## config.mk

```make
export PLATFORM = sky130hd
export DESIGN_NAME = vec100_deser_flat
export DESIGN_NICKNAME = d
export VERILOG_FILES = /design/src/rtl/vec100_deser_if.sv /design/src/rtl/vec100_deser.sv /design/src/flat_wrapper.sv
export SDC_FILE = /design/constraint.sdc
export NUM_CORES = 1
export LEC_CHECK = 0
export ABC_AREA = 1
export ABC_CLOCK_PERIOD_IN_PS = 3470
export BUFFER_PORTS_ARGS = -buffer_cell sky130_fd_sc_hd__buf_2
export CAP_MARGIN = 0
export CORE_MARGIN = 2
export CORE_UTILIZATION = 30
export CTS_BUF_LIST = sky130_fd_sc_hd__clkbuf_4 sky130_fd_sc_hd__clkbuf_8 sky130_fd_sc_hd__clkbuf_16
export CTS_CLUSTER_DIAMETER = 150
export DETAILED_ROUTE_END_ITERATION = 16
export PLACE_DENSITY_LB_ADDON = 0.12
export SETUP_SLACK_MARGIN = 0.02
export SYNTH_ARGS = -nofsm -noshare
export SYNTH_HDL_FRONTEND = slang
export SYNTH_SLANG_ARGS = --single-unit
```

## constraint.sdc

```tcl
create_clock -name clk -period 3.47 [get_ports clk]
set_input_delay 0.694 -clock clk [delete_from_list [all_inputs] [get_ports clk]]
set_output_delay 0.694 -clock clk [all_outputs]
set_load 0.01 [all_outputs]
```

## src/rtl/vec100_deser_if.sv

```systemverilog
// Handshake bundle for vec100_deser: serial input side, word output slot and fill count.
interface vec100_deser_if #(
    parameter int W = 100
);
    logic         in_bit;
    logic         in_valid;
    logic         in_ready;
    logic [W-1:0] out;
    logic         out_valid;
    logic         out_ready;
    logic [6:0]   count;

    modport master (
        output in_bit,
        output in_valid,
        output out_ready,
        input  in_ready,
        input  out,
        input  out_valid,
        input  count
    );

    modport slave (
        input  in_bit,
        input  in_valid,
        input  out_ready,
        output in_ready,
        output out,
        output out_valid,
        output count
    );
endinterface

```

## src/rtl/vec100_deser.sv

```systemverilog
// vec100_deser: serial-to-parallel front end assembling W bits into a registered word slot.
// Build macro VEC100_DESER_MSB_FIRST_EN selects MSB-first ordering (default LSB-first).
module vec100_deser #(
    parameter int W = 100
) (
    input  logic          clk,
    input  logic          reset,
    vec100_deser_if.slave bus
);
    localparam logic [6:0] LAST_CNT = 7'(W - 1);

    typedef enum logic [1:0] {
        FILL_EMPTY   = 2'd0,
        FILL_FILLING = 2'd1,
        FILL_LAST    = 2'd2
    } fill_state_e;

    logic [W-1:0] sh_q, sh_d;
    logic [6:0]   count_q, count_d;
    logic [W-1:0] out_q, out_d;
    logic         out_valid_q, out_valid_d;

    fill_state_e  fill_state_s;
    logic [W-1:0] sh_shift_s;
    logic         in_ready_s;
    logic         in_xfer_s;
    logic         out_xfer_s;
    logic         complete_s;

    // Only the final bit of a word can stall: the slot must be free or draining.
    assign in_ready_s = !((count_q == LAST_CNT) && out_valid_q && !bus.out_ready);
    assign in_xfer_s  = bus.in_valid && in_ready_s;
    assign out_xfer_s = out_valid_q && bus.out_ready;

`ifdef VEC100_DESER_MSB_FIRST_EN
    assign sh_shift_s = {sh_q[W-2:0], bus.in_bit};
`else
    assign sh_shift_s = {bus.in_bit, sh_q[W-1:1]};
`endif

    // Decode the fill state from the bit counter.
    always_comb begin
        fill_state_s = FILL_FILLING;
        if (count_q == 7'd0) begin
            fill_state_s = FILL_EMPTY;
        end else if (count_q == LAST_CNT) begin
            fill_state_s = FILL_LAST;
        end else begin
            fill_state_s = FILL_FILLING;
        end
    end

    assign complete_s = in_xfer_s && (fill_state_s == FILL_LAST);

    // Next-state for the fill side and the output slot.
    always_comb begin
        sh_d        = sh_q;
        count_d     = count_q;
        out_d       = out_q;
        out_valid_d = out_valid_q;

        if (in_xfer_s) begin
            sh_d = sh_shift_s;
            case (fill_state_s)
                FILL_EMPTY:   count_d = count_q + 7'd1;
                FILL_FILLING: count_d = count_q + 7'd1;
                FILL_LAST:    count_d = 7'd0;
                default:      count_d = 7'd0;
            endcase
        end else begin
            sh_d    = sh_q;
            count_d = count_q;
        end

        // A completion wins over a drain; a simultaneous drain just hands over the slot.
        if (complete_s) begin
            out_d       = sh_shift_s;
            out_valid_d = 1'b1;
        end else if (out_xfer_s) begin
            out_d       = out_q;
            out_valid_d = 1'b0;
        end else begin
            out_d       = out_q;
            out_valid_d = out_valid_q;
        end
    end

    // State registers with synchronous reset.
    always_ff @(posedge clk) begin
        if (reset) begin
            sh_q        <= '0;
            count_q     <= 7'd0;
            out_q       <= '0;
            out_valid_q <= 1'b0;
        end else begin
            sh_q        <= sh_d;
            count_q     <= count_d;
            out_q       <= out_d;
            out_valid_q <= out_valid_d;
        end
    end

    assign bus.in_ready  = in_ready_s;
    assign bus.out       = out_q;
    assign bus.out_valid = out_valid_q;
    assign bus.count     = count_q;
endmodule

```

## src/flat_wrapper.sv

```systemverilog
// flat-port wrapper written by rule: the top's interface ports become plain ports
module vec100_deser_flat 
#(
    parameter int W = 100
)
  (clk, reset, bus_in_bit, bus_in_valid, bus_out_ready, bus_in_ready, bus_out, bus_out_valid, bus_count);
  vec100_deser_if #(.W(W)) bus_i ();
  input  logic clk;
  input  logic reset;
  input wire logic [$bits(bus_i.in_bit)-1:0] bus_in_bit;
  input wire logic [$bits(bus_i.in_valid)-1:0] bus_in_valid;
  input wire logic [$bits(bus_i.out_ready)-1:0] bus_out_ready;
  output wire logic [$bits(bus_i.in_ready)-1:0] bus_in_ready;
  output wire logic [$bits(bus_i.out)-1:0] bus_out;
  output wire logic [$bits(bus_i.out_valid)-1:0] bus_out_valid;
  output wire logic [$bits(bus_i.count)-1:0] bus_count;
  assign bus_i.in_bit = bus_in_bit;
  assign bus_i.in_valid = bus_in_valid;
  assign bus_i.out_ready = bus_out_ready;
  assign bus_in_ready = bus_i.in_ready;
  assign bus_out = bus_i.out;
  assign bus_out_valid = bus_i.out_valid;
  assign bus_count = bus_i.count;
  vec100_deser #(.W(W)) u_core (.clk(clk), .reset(reset), .bus(bus_i));
endmodule
```

==> impl_metrics.toml, run 1 <==
[sta]
grt_setup_unrepaired = "no"
final-setup-viol-count = 0
fin_setup_tns_ns = 0
maxSlewHeadroom_pct = 46.9
fmax_mhz = 369
finalMaxSlewViolations = 0
tightest_slew_ns = 0.796
fin_crit_sh_pct = 78.1
finalHoldViolCount = 0
fin_ws_ns = 0.759
fin_skew_ns = 0.00954
min_period_ns = 2.71

[routing]
drcViolationCount = 0
antenna_left = 0
post_drt_wl_per_cell_um = 12.4
vias = 6825
wl_um = 19200
dr.pass1.iters = 4
drt_iter0_drc = 325
vias_per_cell = 4.42

[power_and_ir_drop]
peakVddDrop_v = 0.000278
power_leakage_nw = 4.61
powerDensity_nw_per_um2 = 547

[critical_path]
critical_path_class = "register to output port"
start_kind = "register"
r2r_end = "u_core.bus.count[6]"
path_cells = "ha_1 > nand2_1 > nor2_4 > nand2_2 > buf_2"
reg2reg_depth = 9
critPathSlowestCell = "dfxtp_1"
cp.arrival_ns = 2.02
cp_top_family = "simple AND/OR/NAND/NOR gates"
max_stage_delay_ns = 0.41
path_buf_inv = 1
critPathMaxFanout = 15
critical_path_required_ns = 2.78
regToRegStartpoint = "u_core.bus.count[0]"
end_kind = "output port"
reg2reg_slack_ns = 0.88

[layout]
layout_common_cells = "dfxtp_1 (207), inv_1 (173), nand2_1 (171)"
layout.nets = 1192
finalNonFillerCells = 1545
final_common_cell = "dfxtp_1"
syn2layout_area_growth_pct = 20.2
num_antenna_cells = 0
drive_gt1_share_pct = 14.8
fin_area_um2 = 9760
final_util_pct = 36.4

[placed_design]
place_area_um2 = 8910
place.gp.congestion = 0.681
dpl.cell_count = 1499
place_hpwl_um = 11400
port_buffers = 113
pre_cts_ws_ns = 0.875

[die]
core.rowCount = 60
core_area_um2 = 26800
fp.dieW_um = 169
die-area_um2 = 28400
die_h_um = 169
start_util_pct = 30.3
pin_count = 114

[synthesis]
synth.distinct_cells = 20
avgSynthCellArea_um2 = 7.28
yosysTopAreaCell = "dfxtp_1"
synthesis.nets = 1122
synth_seq_cells = 207
syn_inst = 1115
yosysSeqAreaShare_pct = 51.0
netlist_area_um2 = 8120
synth_top_area_share_pct = 51.0
synth_area_leaders = "dfxtp_1 (51%), inv_1 (8.0%), nand2_1 (7.9%), nor2_1 (7.2%), nand3_1 (6.8%)"
ys_warn_count = 0

[min_path]
min_from = "u_core.sh_q[1]"
min_to = "u_core.sh_q[1]"
hold_depth = 2
min_path_type = "register to register"

[clock_network]
holdBufCountCts = 0
h-tree-depth = 1
cts_tree = "built"
post_cts_buffers = 0
cts-resized-gates = 0
clk_latency_ns = 0.51
cts_made_buffers = 25
clockBufferDepth = 3
cts_root_buf = "clkbuf_16"
clk_pin_slew_ns = 0.06
clock_sinks = 207

[job]
max_cap_violations = 0

[global_route]
grt_pass1_wl_um = 32000
grt_overflow_total = 0
grt_use_total_pct = 13.5
antenna_found_initial = 0
grt_max_degree = 152
grt_pass1_vias = 6410

[run_status]
status = "completed"
[how the worst max path moves through the flow]
stage | end | slack [ns] | depth (start not counted) | start
after detailed placement | u_core.bus.count[6] | 0.87 | 9 | u_core.bus.count[0]
final | bus_in_ready | 0.76 | 5 | u_core.bus.count[0]
after global placement | u_core.bus.count[6] | 0.92 | 9 | u_core.bus.count[0]
after CTS | bus_in_ready | 0.72 | 5 | u_core.bus.count[0]
after global routing | bus_in_ready | 0.61 | 5 | u_core.bus.count[0]
after floorplan | bus_in_ready | 1.69 | 2 | bus_out_ready
[cell usage after synthesis, drive strengths merged]
cell type,instances
xor2,1
nor2,156
nand2,174
ha,2
inv,174
or2,1
nand3,110
dfxtp,207
buf,43
a21oi,61
o21ai,100
clkbuf,39
nand4,47
[power breakdown]
part | switching (mW) | total [mW] | internal [mW]
registers | 0.0452 | 2.50 | 2.45
clock network | 0.979 | 2.59 | 1.61
logic | 0.170 | 0.246 | 0.0755
[flip-flops by register name, indices dropped and copies added, names as in the netlist]
register,cells
u_core.bus.count,7
u_core.bus.out,100
u_core.bus.out_valid,1
u_core.sh_q,99
[metal layers]
| metal | track usage (%) | vias to the layer above | wire, um |
|---|---|---|---|
| met5 | 0 | - | 0 |
| met4 | 3.37 | 0 | 383 |
| met3 | 3.04 | 33 | 930 |
| met2 | 21.9 | 110 | 8250 |
| met1 | 18.1 | 3044 | 9650 |
| li1 | - | 3638 | - |
[metrics by stage]
step	power (mW)	hold WS, ns
2_1_floorplan	2.74	0.430
3_3_place_gp	2.80	0.445
3_5_place_dp	2.80	0.447
4_1_cts	5.44	0.456
5_1_grt	5.58	0.480
6_report	5.34	0.452
[logic make-up after synthesis]
| family | synth area share, % |
|---|---|
| AO/OA/AOI/OAI | 10.1 |
| XOR/XNOR | 0.108 |
| adder cells (fa/ha/maj) | 0.308 |
| buffers and inverters | 12.6 |
| flip-flops | 51.0 |
| AND/OR/NAND/NOR | 25.9 |
[worst min-delay path, cell delays in order (launching register included)]
cell and delay (ns):
dfxtp_1 0.30, inv_1 0.06, a21oi_1 0.05
[layout make-up]
type | instances | area, um2
clock inverter | 3 | 18.8
sequential | 207 | 4140
timing repair buffer | 125 | 718
clock buffer | 43 | 830
multi-input combinational | 652 | 2970
tap | 341 | 427
inverter | 174 | 658
fill | 2925 | 17000
Note: power is estimated with default switching activity, not from simulation.
==> inputs of run 2 (changes only) <==
--- a/config.mk
+++ b/config.mk
@@ -5,8 +5,8 @@
 export SDC_FILE = /design/constraint.sdc
 export NUM_CORES = 1
 export LEC_CHECK = 0
-export ABC_AREA = 1
-export ABC_CLOCK_PERIOD_IN_PS = 3470
+export ABC_AREA = 0
+export ABC_CLOCK_PERIOD_IN_PS = 2600
 export BUFFER_PORTS_ARGS = -buffer_cell sky130_fd_sc_hd__buf_2
 export CAP_MARGIN = 0
 export CORE_MARGIN = 2
==> constraint.sdc (replaced) <==
create_clock -name clk -period 2.6 [get_ports clk]
set_input_delay 0.52 -clock clk [delete_from_list [all_inputs] [get_ports clk]]
set_output_delay 0.52 -clock clk [all_outputs]
set_load 0.01 [all_outputs]
==> impl_metrics.toml, run 2 <==
[global_route]
grt_max_degree = 66
grt_pass1_vias = 4904
grt_overflow_total = 0
grt_use_total_pct = 11.7
antenna_found_initial = 1
grt_pass1_wl_um = 25300

[synthesis]
ys_warn_count = 0
yosysSeqAreaShare_pct = 55.5
synth_area_leaders = "dfxtp_1 (56%), mux2i_1 (27%), nand2_1 (10%), buf_8 (1.2%), clkbuf_1 (1.2%)"
synth_top_area_share_pct = 55.5
ys_top_cells_by_count = "dfxtp_1 (207), nand2_1 (206), mux2i_1 (200)"
synth_edf_count = 0
synth.distinct_cells = 31
netlist_area_um2 = 7470
ys_async_sr_fraction_pct = 0
synth_seq_cells = 207
synth_most_common_cell = "dfxtp_1"
avgSynthCellArea_um2 = 10.7
synthesis.nets = 703
yosysTopAreaCell = "dfxtp_1"
synth-main-ff-cell = "dfxtp_1"
syn_inst = 696

[critical_path]
path_buf_inv = 1
critical_path_class = "register to output port"
critPathSlowestCell = "dfxtp_1"
cp_top_family = "flip-flops"
max_stage_delay_ns = 0.41
cp.arrival_ns = 1.75
critPathMaxFanout = 6
path_cells = "ha_1 > and2_0 > nand3_1 > buf_2"
end_kind = "output port"
start_kind = "register"
critical_path_required_ns = 2.08

[die]
fp.dieW_um = 162
die-area_um2 = 26200
start_util_pct = 30.6
pin_count = 114
die_h_um = 162
core.rowCount = 57
core_area_um2 = 24400

[sta]
fin_setup_tns_ns = 0
maxSlewHeadroom_pct = 48.9
grt_setup_unrepaired = "no"
finalMaxSlewViolations = 0
final-setup-viol-count = 0
tightest_slew_ns = 0.762
fin_skew_ns = 0.00528
min_period_ns = 2.27
fmax_mhz = 441
fin_crit_sh_pct = 87.2
finalHoldViolCount = 0

[clock_network]
post_cts_buffers = 0
clk_pin_slew_ns = 0.05
cts_root_buf = "clkbuf_16"
clk_latency_ns = 0.50
cts-resized-gates = 0
clock_sinks = 207
clockBufferDepth = 3
h-tree-depth = 1
cts_made_buffers = 24
holdBufCountCts = 0
cts_tree = "built"

[routing]
post_drt_wl_per_cell_um = 13.7
dr.pass1.iters = 4
wl_um = 15600
drt_iter0_drc = 131
antenna_left = 0
vias = 5006
vias_per_cell = 4.41
drcViolationCount = 0

[layout]
final_common_cell = "dfxtp_1"
fill_cells = 2466
largest_register_ffs = 100
layout_common_cells = "dfxtp_1 (207), nand2_1 (206), mux2i_1 (200)"
final_util_pct = 37.1
drive_gt1_share_pct = 20.5
num_antenna_cells = 0
layout.nets = 804
syn2layout_area_growth_pct = 21.3

[power_and_ir_drop]
power_leakage_nw = 3.91
powerDensity_nw_per_um2 = 722
peakVddDrop_v = 0.000401

[job]
max_cap_violations = 0

[min_path]
min_path_type = "input pin to register"

[run_status]
status = "completed"

[placed_design]
place.gp.congestion = 0.721
place_hpwl_um = 9930
port_buffers = 113
[run 2: final timing paths]
| kind | startpoint | to | slack (ns) | depth (start not counted) |
|---|---|---|---|---|
| setup / recovery | u_core.bus.count[1] | bus_in_ready | 0.33 | 4 |
| hold / removal | bus_in_bit | u_core.bus.out[99] | 0.32 | 3 |
| setup reg to reg | u_core.bus.count[2] | u_core.bus.out[56] | 0.37 | 4 |
| hold reg to reg | u_core.bus.out[31] | u_core.bus.out[31] | 0.45 | 2 |
[run 2: tightest hold or removal path: cells and delay by family]
family	cells	cell delay, ns
buffers and inverters	1	0.10
AND/OR/NAND/NOR	1	0.08
multiplexers	1	0.07
[run 2: layout make-up]
class,instances,area (um2),area share [%]
Multi-Input combinational cell,438,3030,33.4
Inverter,4,20.0,0.221
Clock inverter,2,10.0,0.111
Clock buffer,37,753,8.32
Tap cell,324,405,4.48
Timing Repair Buffer,122,696,7.68
Sequential cell,207,4140,45.8
[run 2: logic make-up (layout without fill, tap and decap cells)]
logic type,after synthesis,count (layout),synth area share (%)
buffers and inverters,51,165,4.24
adders and majority gates,2,2,0.335
AOI/OAI and AO/OA,11,11,0.989
xor gates and xnor gates,2,2,0.235
and+or+nand+nor,223,223,11.9
muxes,200,200,26.8
DFF,207,207,55.5
[run 2: stage by stage]
| step | hold WS [ns] | setup slack [ns] | total power [mW] | instance area (um2) | std cells |
|---|---|---|---|---|---|
| 2_1_floorplan | 0.446 | 0.688 | 3.38 | 7470 | 696 |
| 3_3_place_gp | 0.442 | 0.465 | 3.41 | 8290 | 1095 |
| 3_5_place_dp | 0.446 | 0.379 | 3.42 | 8290 | 1095 |
| 4_1_cts | 0.292 | 0.297 | 6.68 | 9050 | 1134 |
| 5_1_grt | 0.297 | 0.144 | 6.83 | 9050 | 1134 |
| 6_report | 0.322 | 0.333 | 6.54 | 9050 | 1134 |
[run 2: routing by layer]
layer / up-vias / routed length [um] / global-route usage [%] / part of all wire (%)
met4: 2 / 233 / 3.30 / 1.5
met2: 101 / 6690 / 18.1 / 43
met3: 19 / 1200 / 4.16 / 7.7
met1: 2345 / 7420 / 15.4 / 48
li1: 2539 / - / - / -
met5: - / 13 / 0 / 0.084
[run 2: power breakdown]
part	switching [mW]	total (mW)	internal [mW]
Sequential	0.00443	3.18	3.18
Combinational	0.107	0.161	0.0534
Clock	1.23	3.20	1.97
==> inputs of run 3 (changes only) <==
--- a/config.mk
+++ b/config.mk
@@ -5,15 +5,15 @@
 export SDC_FILE = /design/constraint.sdc
 export NUM_CORES = 1
 export LEC_CHECK = 0
-export ABC_AREA = 0
+export ABC_AREA = 1
 export ABC_CLOCK_PERIOD_IN_PS = 2600
-export BUFFER_PORTS_ARGS = -buffer_cell sky130_fd_sc_hd__buf_2
 export CAP_MARGIN = 0
 export CORE_MARGIN = 2
 export CORE_UTILIZATION = 30
 export CTS_BUF_LIST = sky130_fd_sc_hd__clkbuf_4 sky130_fd_sc_hd__clkbuf_8 sky130_fd_sc_hd__clkbuf_16
 export CTS_CLUSTER_DIAMETER = 150
 export DETAILED_ROUTE_END_ITERATION = 16
+export DONT_BUFFER_PORTS = 1
 export PLACE_DENSITY_LB_ADDON = 0.12
 export SETUP_SLACK_MARGIN = 0.02
 export SYNTH_ARGS = -nofsm -noshare
==> impl_metrics.toml, run 3 (same netlist as run 1, synthesis figures left out) <==
[clock_network]
cts_made_buffers = 24
clk_pin_slew_ns = 0.06
cts-resized-gates = 0
post_cts_buffers = 0
clockBufferDepth = 3
cts_root_buf = "clkbuf_16"
h-tree-depth = 1
clk_latency_ns = 0.51
clock_sinks = 207
cts_tree = "built"
holdBufCountCts = 0

[layout]
layout.nets = 1087
final_util_pct = 34.6
layout_common_cells = "dfxtp_1 (207), inv_1 (173), nand2_1 (171)"
drive_gt1_share_pct = 6.48
syn2layout_area_growth_pct = 14.0
final_common_cell = "dfxtp_1"
num_antenna_cells = 0
finalNonFillerCells = 1437
largest_register_ffs = 100
fin_area_um2 = 9260

[sta]
maxSlewHeadroom_pct = 61.9
fmax_mhz = 411
fin_skew_ns = 0.00755
finalHoldViolCount = 0
finalMaxSlewViolations = 0
min_period_ns = 2.43
fin_ws_ns = 0.165
fin_setup_tns_ns = 0
tightest_slew_ns = 0.572
grt_setup_unrepaired = "no"
fin_crit_sh_pct = 93.6
whs_ns = 0.0751
final-setup-viol-count = 0

[placed_design]
port_buffers = 0
place_area_um2 = 8460
dpl.cell_count = 1395
place_hpwl_um = 11400
place.gp.congestion = 0.719
pre_cts_ws_ns = 0.492

[power_and_ir_drop]
powerDensity_nw_per_um2 = 758
totalPowerFinal_mw = 7.02
peakVddDrop_v = 0.000347
power_leakage_nw = 4.02

[die]
start_util_pct = 30.3
core_area_um2 = 26800
die-area_um2 = 28400
die_h_um = 169
pin_count = 114
core.rowCount = 60
fp.dieW_um = 169

[global_route]
grt_use_total_pct = 13.6
grt_overflow_total = 0
grt_pass1_vias = 6268
antenna_found_initial = 0
grt_pass1_wl_um = 32400
grt_max_degree = 102

[critical_path]
end_kind = "output port"
cp.arrival_ns = 1.91
critical_path_class = "register to output port"
critical_path_required_ns = 2.08
critPathMaxFanout = 6
start_kind = "register"

[job]
max_cap_violations = 0

[routing]
vias = 6408
post_drt_wl_per_cell_um = 13.3
antenna_left = 0
vias_per_cell = 4.46
drt_iter0_drc = 353
dr.pass1.iters = 4
wl_um = 19100
drcViolationCount = 0

[min_path]
min_path_type = "input pin to register"

[run_status]
status = "completed"
[run 3: cell types whose count changed in the layout (fill, tap and decap cells not counted), moves of 3 or more]
cell / before / now
a21oi_1: 2 / 60
buf_12: 5 / 9
buf_2: 113 / 0
buf_4: 4 / 12
clkinv_2: 2 / 5
inv_1: 3 / 173
mux2i_1: 200 / 0
nand2_1: 206 / 171
nand3_1: 4 / 110
nand4_1: 3 / 47
nor2_1: 1 / 155
o21ai_0: 2 / 88
o21ai_1: 0 / 12
[run 3: cell type report]
type	instances	area, um2
Clock buffer	36	739
Clock inverter	6	55.1
Fill cell	2869	17500
Inverter	174	658
Multi-Input combinational cell	652	2970
Sequential cell	207	4140
Tap cell	341	427
Timing Repair Buffer	21	270
[run 3: path summary, 6_finish.rpt]
path                  startpoint                  end  slack, ns  depth (start not counted)
max          u_core.bus.count[1]         bus_in_ready       0.17                          5
min                        reset  u_core.bus.count[5]       0.08                          1
min reg2reg       u_core.sh_q[1]       u_core.sh_q[1]       0.46                          2
max reg2reg  u_core.bus.count[1]      u_core.sh_q[41]       0.55                          8
[run 3: worst max-delay path: stages (launching register included)]
cell and delay [ns]:
dfxtp_1 0.44, ha_2 0.29, nand2_1 0.10, nor2_4 0.26
nand2_2 0.13, buf_4 0.18
[run 3: where the power goes]
part           switching, mW  leakage (nW)  internal [mW]
clock network           1.30         0.405           2.05
logic                  0.226          1.93          0.108
registers             0.0607          1.69           3.27
[run 3: per-layer routing]
metal / share of wire (%) / global-route usage [%]
met1: 48 / 17.8
met2: 42 / 21.6
met3: 8.2 / 4.82
met4: 1.6 / 3.19
met5: 0 / 0
